File: src/rtl/ps2_rx_ctrl.sv
// ps2_rx_ctrl: PS/2 keyboard frame receiver.
//   Synchronises ps2_clk/ps2_data, glitch-filters ps2_clk and converts each
//   filtered falling edge into a one-cycle sample strobe. A small FSM collects
//   start, 8 data bits (LSB first), odd parity and stop, validates the frame
//   and hands the byte downstream over a valid/ready handshake.
//
// Optional feature: define PS2_RX_TIMEOUT_EN to abort a frame (frame_err
// pulse) when no strobe arrives for TIMEOUT_CYCLES-1 cycles while receiving.
//
// Ports:
//   clk        system clock, rising edge
//   reset      synchronous reset, active-high
//   ps2_clk    raw PS/2 clock pin (asynchronous)
//   ps2_data   raw PS/2 data pin (asynchronous)
//   en         receive enable; 0 holds the FSM in IDLE
//   rx_data    received byte, stable while rx_valid=1
//   rx_valid   byte available, held until accepted
//   rx_ready   consumer accepts when rx_valid & rx_ready
//   frame_err  1-cycle pulse on bad start/parity/stop or timeout
//   overrun    1-cycle pulse when a good frame is dropped (rx_valid pending)
//   busy       1 while the FSM is not IDLE
//   num        bits received in the current frame (0..10)
//
// State  | meaning
// IDLE   | waiting for a start bit (strobe with data=0)
// RECV   | shifting data, parity and stop bits into sh
// CHECK  | one cycle: validate frame, deliver byte or flag error/overrun

module ps2_rx_ctrl #(
    parameter int SYNC_STAGES    = 2,
    parameter int FILTER_LEN     = 4,
    parameter int TIMEOUT_CYCLES = 50000
) (
    input  logic       clk,
    input  logic       reset,
    input  logic       ps2_clk,
    input  logic       ps2_data,
    input  logic       en,
    output logic [7:0] rx_data,
    output logic       rx_valid,
    input  logic       rx_ready,
    output logic       frame_err,
    output logic       overrun,
    output logic       busy,
    output logic [3:0] num
);

    typedef enum logic [1:0] {IDLE, RECV, CHECK} state_t;

    localparam int FW = (FILTER_LEN > 1) ? $clog2(FILTER_LEN) : 1;
    localparam logic [FW-1:0] FILT_LOAD = FW'(FILTER_LEN - 1);

    logic [SYNC_STAGES-1:0] clk_sync;
    logic [SYNC_STAGES-1:0] data_sync;
    logic                   clk_s;
    logic                   data_s;
    logic                   filt_clk;
    logic [FW-1:0]          filt_cnt;
    logic                   strobe;
    logic                   strobe_bit;
    logic                   to_tc;

    state_t     state, state_n;
    logic [9:0] sh, sh_n;
    logic [3:0] num_n;
    logic [7:0] rx_data_n;
    logic       rx_valid_n;
    logic       frame_err_n;
    logic       overrun_n;

    assign clk_s  = clk_sync[SYNC_STAGES-1];
    assign data_s = data_sync[SYNC_STAGES-1];

    always_ff @(posedge clk) begin
        if (reset) begin
            clk_sync  <= '1;
            data_sync <= '1;
        end else begin
            clk_sync  <= {clk_sync[SYNC_STAGES-2:0], ps2_clk};
            data_sync <= {data_sync[SYNC_STAGES-2:0], ps2_data};
        end
    end

    // Down-counter runs while the synced level differs from the filtered one;
    // terminal count on the FILTER_LEN-th differing sample flips the level.
    // The strobe and its data bit are registered on that same edge.
    always_ff @(posedge clk) begin
        if (reset) begin
            filt_clk   <= 1'b1;
            filt_cnt   <= FILT_LOAD;
            strobe     <= 1'b0;
            strobe_bit <= 1'b1;
        end else begin
            strobe <= 1'b0;
            if (clk_s == filt_clk) begin
                filt_cnt <= FILT_LOAD;
            end else if (filt_cnt == '0) begin
                filt_clk <= clk_s;
                filt_cnt <= FILT_LOAD;
                if (!clk_s) begin
                    strobe     <= 1'b1;
                    strobe_bit <= data_s;
                end
            end else begin
                filt_cnt <= filt_cnt - 1'b1;
            end
        end
    end

`ifdef PS2_RX_TIMEOUT_EN
    localparam int TW = (TIMEOUT_CYCLES > 2) ? $clog2(TIMEOUT_CYCLES) : 1;
    localparam logic [TW-1:0] TO_LOAD = TW'(TIMEOUT_CYCLES - 1);

    logic [TW-1:0] to_cnt;

    // Reloaded outside RECV and on every strobe, so it only measures the gap
    // since the last strobe of the frame in progress.
    always_ff @(posedge clk) begin
        if (reset || (state != RECV) || strobe) begin
            to_cnt <= TO_LOAD;
        end else if (to_cnt != '0) begin
            to_cnt <= to_cnt - 1'b1;
        end
    end

    assign to_tc = (state == RECV) && (to_cnt == '0);
`else
    assign to_tc = 1'b0;
`endif

    always_ff @(posedge clk) begin
        if (reset) begin
            state     <= IDLE;
            sh        <= '0;
            num       <= '0;
            rx_data   <= '0;
            rx_valid  <= 1'b0;
            frame_err <= 1'b0;
            overrun   <= 1'b0;
        end else begin
            state     <= state_n;
            sh        <= sh_n;
            num       <= num_n;
            rx_data   <= rx_data_n;
            rx_valid  <= rx_valid_n;
            frame_err <= frame_err_n;
            overrun   <= overrun_n;
        end
    end

    always_comb begin
        state_n     = state;
        sh_n        = sh;
        num_n       = num;
        rx_data_n   = rx_data;
        rx_valid_n  = rx_valid & ~rx_ready;
        frame_err_n = 1'b0;
        overrun_n   = 1'b0;

        unique case (state)
            IDLE: begin
                num_n = '0;
                if (strobe && !strobe_bit && en) begin
                    state_n = RECV;
                    num_n   = 4'd1;
                end
            end

            RECV: begin
                if (!en) begin
                    state_n = IDLE;
                    num_n   = '0;
                end else if (strobe) begin
                    sh_n = {strobe_bit, sh[9:1]};
                    // num reaches 10 on the parity bit and saturates there;
                    // the strobe arriving at num=10 is the stop bit.
                    if (num == 4'd10) begin
                        state_n = CHECK;
                    end else begin
                        num_n = num + 4'd1;
                    end
                end else if (to_tc) begin
                    state_n     = IDLE;
                    num_n       = '0;
                    frame_err_n = 1'b1;
                end
            end

            CHECK: begin
                state_n = IDLE;
                num_n   = '0;
                if (!(^sh[8:0]) || !sh[9]) begin
                    frame_err_n = 1'b1;
                end else if (!rx_valid || rx_ready) begin
                    rx_data_n  = sh[7:0];
                    rx_valid_n = 1'b1;
                end else begin
                    overrun_n = 1'b1;
                end
            end

            default: begin
                state_n = IDLE;
                num_n   = '0;
            end
        endcase
    end

    assign busy = (state != IDLE);

endmodule

File: config.mk
export PLATFORM = sky130hd
export DESIGN_NAME = ps2_rx_ctrl
export DESIGN_NICKNAME = d
export VERILOG_FILES = /design/src/rtl/ps2_rx_ctrl.sv
export SDC_FILE = /design/constraint.sdc
export NUM_CORES = 1
export LEC_CHECK = 0
export ABC_AREA = 1
export CAP_MARGIN = 15
export CORE_MARGIN = 8
export CORE_UTILIZATION = 30
export DETAILED_ROUTE_END_ITERATION = 10
export RECOVER_POWER = 25
export SYNTH_ARGS = -nofsm -noshare
export SYNTH_HDL_FRONTEND = slang
export SYNTH_SLANG_ARGS = --single-unit
export TNS_END_PERCENT = 5
File: constraint.sdc
create_clock -name clk -period 1.4 [get_ports clk]
set_clock_uncertainty 0.05 [all_clocks]
set_input_delay 0.28 -clock clk [delete_from_list [all_inputs] [get_ports clk]]
set_output_delay 0.28 -clock clk [all_outputs]
set_load 0.1 [all_outputs]
# ---- Yosys cells after proc, flatten, opt, wreduce, memory -nomap -nowiden
# Index checks and enable logic that the tools add are counted.
dict set report totals {
  register_bits 36
  in_bits 6
  wordCells 68
  out_inout_bits 16
}
dict set report classes {
  n_reduce_logical 22
  n_addsub 2
  muxes 16
  n_eq_ne 8
  bitwise 7
}
# operator count
set op_table {}
lappend op_table {{$mux 4} 3}
lappend op_table {{$reduce_and 3->1} 4}
lappend op_table {{$ne 3x3->1 const B} 3}
lappend op_table {{$reduce_or 3->1} 3}
lappend op_table {{$reduce_xor 9->1} 1}
lappend op_table {{$mux 2} 4}
lappend op_table {{$pmux 4 s2} 1}
lappend op_table {{$mux 1} 7}
lappend op_table {{$not 1->1} 6}
lappend op_table {{$add 4x1->4 const B} 1}
lappend op_table {{$eq 4x4->1 const B} 1}
lappend op_table {{$logic_not 1->1} 4}
lappend op_table {{$logic_not 2->1} 2}
lappend op_table {{$pmux 2 s2} 1}
lappend op_table {{$reduce_and 2->1} 2}
lappend op_table {{$eq 2x1->1 const B} 1}
lappend op_table {{$eq 2x2->1 const B} 1}
lappend op_table {{$logic_and 1x1->1} 2}
lappend op_table {{$logic_or 1x1->1} 2}
lappend op_table {{$ne 2x2->1 const B} 1}
lappend op_table {{$reduce_bool 2->1} 1}
lappend op_table {{$reduce_or 2->1} 1}
lappend op_table {{$sub 2x1->2 const B} 1}
lappend op_table {{$and 1x1->1} 1}
lappend op_table {{$eq 1x1->1} 1}

# ---- Depth between registers and ports, before layout
# Gate-level depths: netlist (run 1).
dict set report depth {
  ltp_word 5
  depth_mapped 13
  ltp_nobuf 11
}

# ---- Least setup slack after synthesis (run 1)
# OpenSTA, ideal clock, no wires.
dict set report synth_path {
  kind {reg-to-reg}
  startpoint {register num[0]}
  endpoint {register num[2]}
  setup_time_ns 0.124
  arrival_ns 1.945
  path_slack_ns -0.719
  path_stages_with_launch 11
  period_less_slack_ns 2.119
  required_time_ns 1.226
  n_path_buf 0
  cell_sequence {dfxtp_1 > inv_1 > ha_1 > nand3_1 > nand2_1 > inv_1 > nor2_1 > inv_1 > nand2_1 > o21ai_0 > a21oi_1}
}
dict set report synth_between {
  elab_chain_cells 5
  elab_cells_between_ends 8
  cone_classes {1 x add/sub; 2 x eq/ne; 4 x mux; 1 x reduce/logical}
}
# element line_no
set synth_rtl {}
lappend synth_rtl {{start: declaration} 45} ;# output logic [3:0] num
lappend synth_rtl {{start signal: assignment} 143} ;# num <= num_n;
lappend synth_rtl {{$add 4x1->4} 180} ;# num_n = num + 4'd1;
lappend synth_rtl {{$mux 4} 177} ;# if (num == 4'd10) begin
lappend synth_rtl {{$mux 4} 173} ;# end else if (strobe) begin
lappend synth_rtl {{$mux 4} 170} ;# if (!en) begin
lappend synth_rtl {{$pmux 4 s2} 160} ;# unique case (state)
# Several ways; a longest one is shown, not always the timed one. The select of a mux whose other input is x is not followed.
# A chain may end at the register's enable or synchronous reset.

# ---- Worst setup path after layout (run 1)
dict set report layout_path {
  startpoint {register sh[7]}
  endpoint {register rx_data[2]}
}
dict set report layout_between {
  elab_chain_cells 5
}
# element line_no
set layout_rtl {}
lappend layout_rtl {{start: declaration} 64} ;# logic [9:0] sh, sh_n;
lappend layout_rtl {{start signal: assignment} 142} ;# sh <= sh_n;
lappend layout_rtl {{$reduce_xor 9->1} 192} ;# if (!(^sh[8:0]) || !sh[9]) begin
lappend layout_rtl {{$logic_not 1->1} 192}
lappend layout_rtl {{$logic_or 1x1->1} 192}
lappend layout_rtl {{$not 1->1 (no source line)} -}
lappend layout_rtl {{$reduce_and 3->1 (no source line)} -}
lappend layout_rtl {{end signal: assignment} 144} ;# rx_data <= rx_data_n;
lappend layout_rtl {{end: declaration} 39} ;# output logic [7:0] rx_data,
# Every way passes these cells.

==> results.py, run 1 <==
metrics = {
    "synth": {
        "yosys_most_used_dff": "dfxtp_1",
        "synth_area_leaders": "dfxtp_1, nand2_1, nor2_1",
        "avgSynthCellArea_um2": 7.27,
        "syn-cell-area_um2": 1600,
        "synth_fp_nets": 230,
        "synth_area_leader_cell": "dfxtp_1",
        "yosys.area.top_type_share_pct": 45.1,
        "yosys_warnings": 0,
        "ys_ff_latch": 36,
        "synthArstFlopShare_pct": 0,
        "syn_inst": 220,
        "synth_edf_count": 0,
        "synth.distinct_cells": 24,
        "yosysSeqAreaShare_pct": 45.1,
    },
    "run_status": {
        "outcome": "complete, but fails checks",
        "violations": "setup timing",
    },
    "global_routing": {
        "grt_max_degree": 20,
        "grt_pass1_wl_um": 5890,
        "grtUsageMet3_pct": 4.32,
        "busiest_layer": "met2",
        "use_met1_pct": 10.3,
        "groute.usage.overall_pct": 9.49,
        "antenna_found_initial": 0,
        "met2_usage_pct": 16.0,
        "grt_pass1_vias": 1397,
        "grt-ovfl-total": 0,
    },
    "power_and_ir_drop": {
        "p_per_area_nw_per_um2": 767,
        "leakage_nw": 1.07,
        "p_sw_uw": 372,
        "clock_power_share_pct": 41.4,
        "combPwrFrac_pct": 2.5,
        "p_int_mw": 1.44,
        "p_total_mw": 1.82,
        "seqPwrFrac_pct": 56.1,
        "sw_frac_of_total_pct": 20.5,
        "ir_drop_uv": 567,
    },
    "timing": {
        "max_clock_freq_mhz": 698,
        "hold_viol": 0,
        "report.final.slew_viol_count": 0,
        "tightest_slew_ps": 334,
        "holdWs_ps": 342,
        "layout_setup_ws_ps": -32.9,
        "rsz0062_at_grt": "true",
        "period_minus_slack_ps": 1430,
        "finalCritPeriodShare_pct": 102,
        "setup_viol": 9,
        "maxSlewHeadroom_pct": 77.5,
        "finalSetupTns_ps": -173,
    },
    "worst_setup_path": {
        "critPathKind": "reg -> reg",
        "start_kind": "flip-flop",
        "cp-end-kind": "flip-flop",
        "path_max_fanout": 8,
        "cp.required_ps": 1540,
        "cp_data_arrival_time_ps": 1570,
    },
    "placed_design": {
        "place_ws_ps": -230,
        "placedCellCount": 326,
        "place_congestion": 0.802,
        "postPlaceCellArea_um2": 2220,
        "port_buffers": 21,
        "dp_hpwl_um": 2250,
    },
    "drt": {
        "vias": 1423,
        "first_pass_iters": 5,
        "viasPerCell": 4.22,
        "first_iter_violations": 39,
        "wl_per_cell_um": 9.62,
        "wl_um": 3240,
        "antenna_left": 0,
        "drt_drc_violations_left": 0,
    },
    "clock_network": {
        "cts_max_level": 2,
        "clk_pin_slew_worst_paths_ps": 70,
        "clk_latency_ps": 280,
        "clk_path_buf_depth": 2,
        "cts_buffers": 5,
        "tritoncts": "done",
        "cts_hold_buf": 0,
        "cts_sinks": 36,
        "cts_root_buffer": "clkbuf_8",
    },
    "final_layout": {
        "seqCellArea_um2": 751,
        "final_area_um2": 2370,
        "instances_no_fill": 337,
        "final_core_util_pct": 46.1,
        "multi_input_area_um2": 787,
        "fillers": 545,
        "final_nets": 276,
        "drive_above_1_share_pct": 32.6,
        "diodes": 0,
        "syn2layout_area_growth_pct": 48.1,
    },
    "floorplanning": {
        "design.die.area_um2": 7920,
        "die_h_um": 89.0,
        "rows": 26,
        "die_w_um": 89.0,
        "core_um2": 5140,
        "io_pins": 22,
        "initial_core_util_pct": 31.1,
    },
    "flow_run": {
        "cap_violations": 0,
    },
    "worst_hold_path": {
        "hp-class": "reg -> reg",
    },
}
metal layers:
metal | wire, µm | vias up
met4 | 40 | 0
met3 | 225 | 6
met5 | 0 | -
li1 | - | 775
met2 | 1500 | 23
met1 | 1480 | 619
final timing paths:
| check | start | end | slack, ps | cells past startpoint |
|---|---|---|---|---|
| max | sh[7] | rx_data[2] | -30 | 10 |
| min reg2reg | filt_cnt[0] | filt_cnt[0] | 340 | 1 |
| max reg2reg | sh[7] | rx_data[2] | -30 | 10 |
| min | filt_cnt[0] | filt_cnt[0] | 340 | 1 |
power groups by stage:
stage | Combinational [mW] | Sequential, mW | Clock (mW)
after CTS | 0.0475 | 1.02 | 0.790
after detailed placement | 0.0474 | 1.05 | 0
after global placement | 0.0472 | 1.05 | 0
after global routing | 0.0503 | 1.02 | 0.832
after floorplan | 0.0214 | 1.04 | 0
final | 0.0456 | 1.02 | 0.752
cells in the mapped netlist (all sizes together) (2+ instances only):
| library cell | instances |
|---|---|
| ha | 4 |
| nor3 | 5 |
| o21ai | 15 |
| nor2 | 40 |
| clkbuf | 3 |
| inv | 35 |
| dfxtp | 36 |
| nand3 | 9 |
| xnor2 | 3 |
| a21oi | 11 |
| nand4 | 2 |
| nand2 | 46 |
| buf | 3 |
| or2 | 4 |
registers in the layout, indices dropped and copies added (netlist names), 2 cells and up:
register,count
sh,10
state,2
rx_data,8
filt_cnt,2
num,4
data_sync,2
clk_sync,2
final cells by class:
type	count	share of cell area, %
inverter	35	5.65
timing repair buffer	44	21.9
sequential	36	31.7
multi-input combinational	144	33.2
tap	70	3.70
clock buffer	8	3.80
repair_timing:
action,4_1_cts,5_1_grt
gates cloned,1,0
endpoints found under the setup margin,11,23
pin swaps,8,5
buffers inserted,2,0
resized for setup,16,9
worst max-delay path: stages, from the launching register on:
cell and delay [ps]:
dfxtp_4 370, nand2_2 70, inv_1 40, nor2_1 90
nand2_1 70, nand3_2 110, nand2_2 80, nand2_4 100
nand4_4 150, nor2_1 170, nor2_2 40
cell families (layout without fill, tap and decap cells):
family	after synthesis	count (layout)	synth area share [%]
simple gates	108	109	29.7
buf+inv	41	87	11.3
fa+ha+maj	4	4	3.13
compound gates	27	27	8.61
xor+xnor	4	4	2.19
flops	36	36	45.1
placed cells by master, fill, tap and decap left out, types with 2 or more instances in the layout:
master / netlist / final
nand2_1: 45 / 38
nor2_1: 40 / 35
inv_1: 32 / 28
dfxtp_1: 36 / 26
buf_4: 0 / 20
o21ai_0: 15 / 14
buf_12: 0 / 14
a21oi_1: 11 / 11
nand2_2: 1 / 7
dfxtp_4: 0 / 7
inv_2: 3 / 6
clkbuf_8: 1 / 6
nand3_1: 6 / 5
nor2_2: 0 / 5
nor3_1: 5 / 5
or2_2: 4 / 4
clkdlybuf4s50_1: 0 / 4
nand3_2: 3 / 3
ha_1: 4 / 3
clkbuf_4: 0 / 3
dfxtp_2: 0 / 3
xnor2_1: 3 / 2
nand4_4: 1 / 2
clkbuf_1: 2 / 2
No activity file was read; power rests on OpenSTA's default activity.
==> run 2: changes to the inputs <==
--- a/config.mk
+++ b/config.mk
@@ -9,6 +9,7 @@
 export CAP_MARGIN = 15
 export CORE_MARGIN = 8
 export CORE_UTILIZATION = 30
+export CTS_BUF_LIST = sky130_fd_sc_hd__clkbuf_8 sky130_fd_sc_hd__clkbuf_16
 export DETAILED_ROUTE_END_ITERATION = 10
 export RECOVER_POWER = 25
 export SYNTH_ARGS = -nofsm -noshare
==> constraint.sdc (replaced) <==
create_clock -name clk -period 1.2 [get_ports clk]
set_clock_uncertainty 0.05 [all_clocks]
set_input_delay 0.24 -clock clk [delete_from_list [all_inputs] [get_ports clk]]
set_output_delay 0.24 -clock clk [all_outputs]
set_load 0.1 [all_outputs]
==> run 2 against run 1 <==
Effect of this change:
- the flow still finishes with violations (setup timing)
- register-to-register slack got worse by 180 ps
- non-clock buffer count increased by 6
- largest cell class unchanged
- clock power rose by 27%
- critical endpoint is now rx_data[7]
- largest power group unchanged
- power grew 21%
- worst setup slack got worse by 180 ps
- critical path type unchanged
- clock-buffer cell count decreased by 1
- worst hold slack improved by 1.0 ps
- maximum frequency is 1.3% higher
- die area did not move
==> results.py, run 2 (same netlist as run 1, synthesis figures left out) <==
metrics = {
    "run_status": {
        "outcome": "complete, but fails checks",
        "violations": "setup timing",
    },
    "drt": {
        "antenna_left": 0,
        "drt_drc_violations_left": 0,
        "first_pass_iters": 4,
        "wl_um": 3590,
        "wl_per_cell_um": 10.5,
        "first_iter_violations": 59,
        "vias": 1457,
        "viasPerCell": 4.25,
    },
    "placed_design": {
        "dp_hpwl_um": 2290,
        "postPlaceCellArea_um2": 2280,
        "place_congestion": 0.804,
        "placedCellCount": 334,
        "port_buffers": 21,
    },
    "power_and_ir_drop": {
        "sw_frac_of_total_pct": 21.2,
        "p_sw_uw": 467,
        "seqPwrFrac_pct": 53.9,
        "p_int_mw": 1.73,
        "clock_power_share_pct": 43.3,
        "p_per_area_nw_per_um2": 865,
        "ir_drop_uv": 615,
        "leakage_nw": 1.16,
        "combPwrFrac_pct": 2.8,
        "p_total_mw": 2.20,
    },
    "flow_run": {
        "cap_violations": 0,
    },
    "global_routing": {
        "grt_pass1_vias": 1384,
        "groute.usage.overall_pct": 9.96,
        "antenna_found_initial": 0,
        "grt_max_degree": 19,
        "grt-ovfl-total": 0,
        "grt_pass1_wl_um": 5970,
    },
    "worst_setup_path": {
        "cp_data_arrival_time_ps": 1590,
        "start_kind": "flip-flop",
        "crit_chain": "nand2_2 -> inv_2 -> nor2_1 -> nand2_1 -> nand3_2 -> nand2_2 -> nand2_4 -> nand4_4 -> nand2_1 -> nand2_1 -> nor2_1",
        "max_stage_delay_ps": 380,
        "cp_slowest_cell": "dfxtp_4",
        "cp-end-kind": "flip-flop",
        "cp_common_cell": "nand2_1",
        "path_max_fanout": 8,
        "critPathBufInv": 1,
        "cp.required_ps": 1380,
        "critical_path.top_delay_family": "simple AND/OR/NAND/NOR gates",
        "critPathKind": "reg -> reg",
    },
    "floorplanning": {
        "io_pins": 22,
        "die_h_um": 89.0,
        "design.die.area_um2": 7920,
        "rows": 26,
        "die_w_um": 89.0,
        "core_um2": 5140,
        "initial_core_util_pct": 31.1,
    },
    "worst_hold_path": {
        "hp-class": "reg -> reg",
    },
    "timing": {
        "rsz0062_at_grt": "true",
        "tightest_slew_ps": 345,
        "report.final.slew_viol_count": 0,
        "setup_viol": 21,
        "finalCritPeriodShare_pct": 118,
        "layout_setup_ws_ps": -215,
        "maxSlewHeadroom_pct": 77.0,
        "holdWs_ps": 343,
        "finalSetupTns_ps": -2520,
        "hold_viol": 0,
        "max_clock_freq_mhz": 707,
        "period_minus_slack_ps": 1410,
    },
    "clock_network": {
        "cts_root_buffer": "clkbuf_8",
        "cts_buffers": 5,
        "clk_pin_slew_worst_paths_ps": 70,
        "cts_sinks": 36,
        "cts_max_level": 2,
        "clk_path_buf_depth": 2,
        "tritoncts": "done",
        "cts_hold_buf": 0,
        "clk_latency_ps": 290,
    },
    "final_layout": {
        "fillers": 518,
        "drive_above_1_share_pct": 38.5,
        "instances_no_fill": 343,
        "layout_common_cells": "nand2_1, nor2_1, inv_1",
        "diodes": 0,
        "syn2layout_area_growth_pct": 58.9,
        "largest_reg_flops": 10,
        "reg_top3": "sh (10), rx_data (8), num (4)",
        "final_area_um2": 2540,
        "layout_commonest_cell": "nand2_1",
        "largest-register": "sh",
        "final_nets": 282,
    },
}
-- run 2: metal layers --
metal	vias to the layer above	global-route usage [%]	wire, µm
li1	789	-	-
met1	637	10.7	1590
met5	-	0	0
met4	0	6.34	80
met2	23	16.4	1740
met3	8	3.31	178
-- run 2: through the flow --
step / util [%] / setup WS [ps]
finish: 49.4 / -215
global route: 49.4 / -412
CTS: 47.9 / -260
detailed placement: 44.4 / -380
global placement: 44.4 / -357
floorplan: - / -246
-- run 2: final timing paths --
check | endpoint | start | cells past startpoint | slack, ps
worst min register to register | filt_cnt[0] | filt_cnt[0] | 1 | 340
worst max-delay path | rx_data[7] | sh[6] | 11 | -210
worst max register to register | rx_data[7] | sh[6] | 11 | -210
worst min-delay path | filt_cnt[0] | filt_cnt[0] | 1 | 340
-- run 2: area by class of cell --
class / instances / area, µm² / share of cell area, %
clock buffer: 7 / 96.3 / 3.79
clock inverter: 1 / 3.75 / 0.148
inverter: 35 / 134 / 5.27
multi-input combinational: 144 / 845 / 33.2
sequential: 36 / 759 / 29.9
tap: 70 / 87.6 / 3.45
timing repair buffer: 50 / 616 / 24.2
-- run 2: power groups by stage --
stage,Sequential (mW),Clock (mW),Combinational (mW)
final,1.18,0.952,0.0619
after CTS,1.19,0.980,0.0567
after floorplan,1.22,0,0.0250
after detailed placement,1.22,0,0.0557
after global placement,1.22,0,0.0555
after global routing,1.18,1.04,0.0687
-- run 2: repair_timing --
action / 4_1_cts / 5_1_grt
buffers inserted: 0 / 0
pin swaps: 4 / 9
gates resized for setup: 21 / 26
gates cloned: 1 / 0
endpoints found under the setup margin: 30 / 34
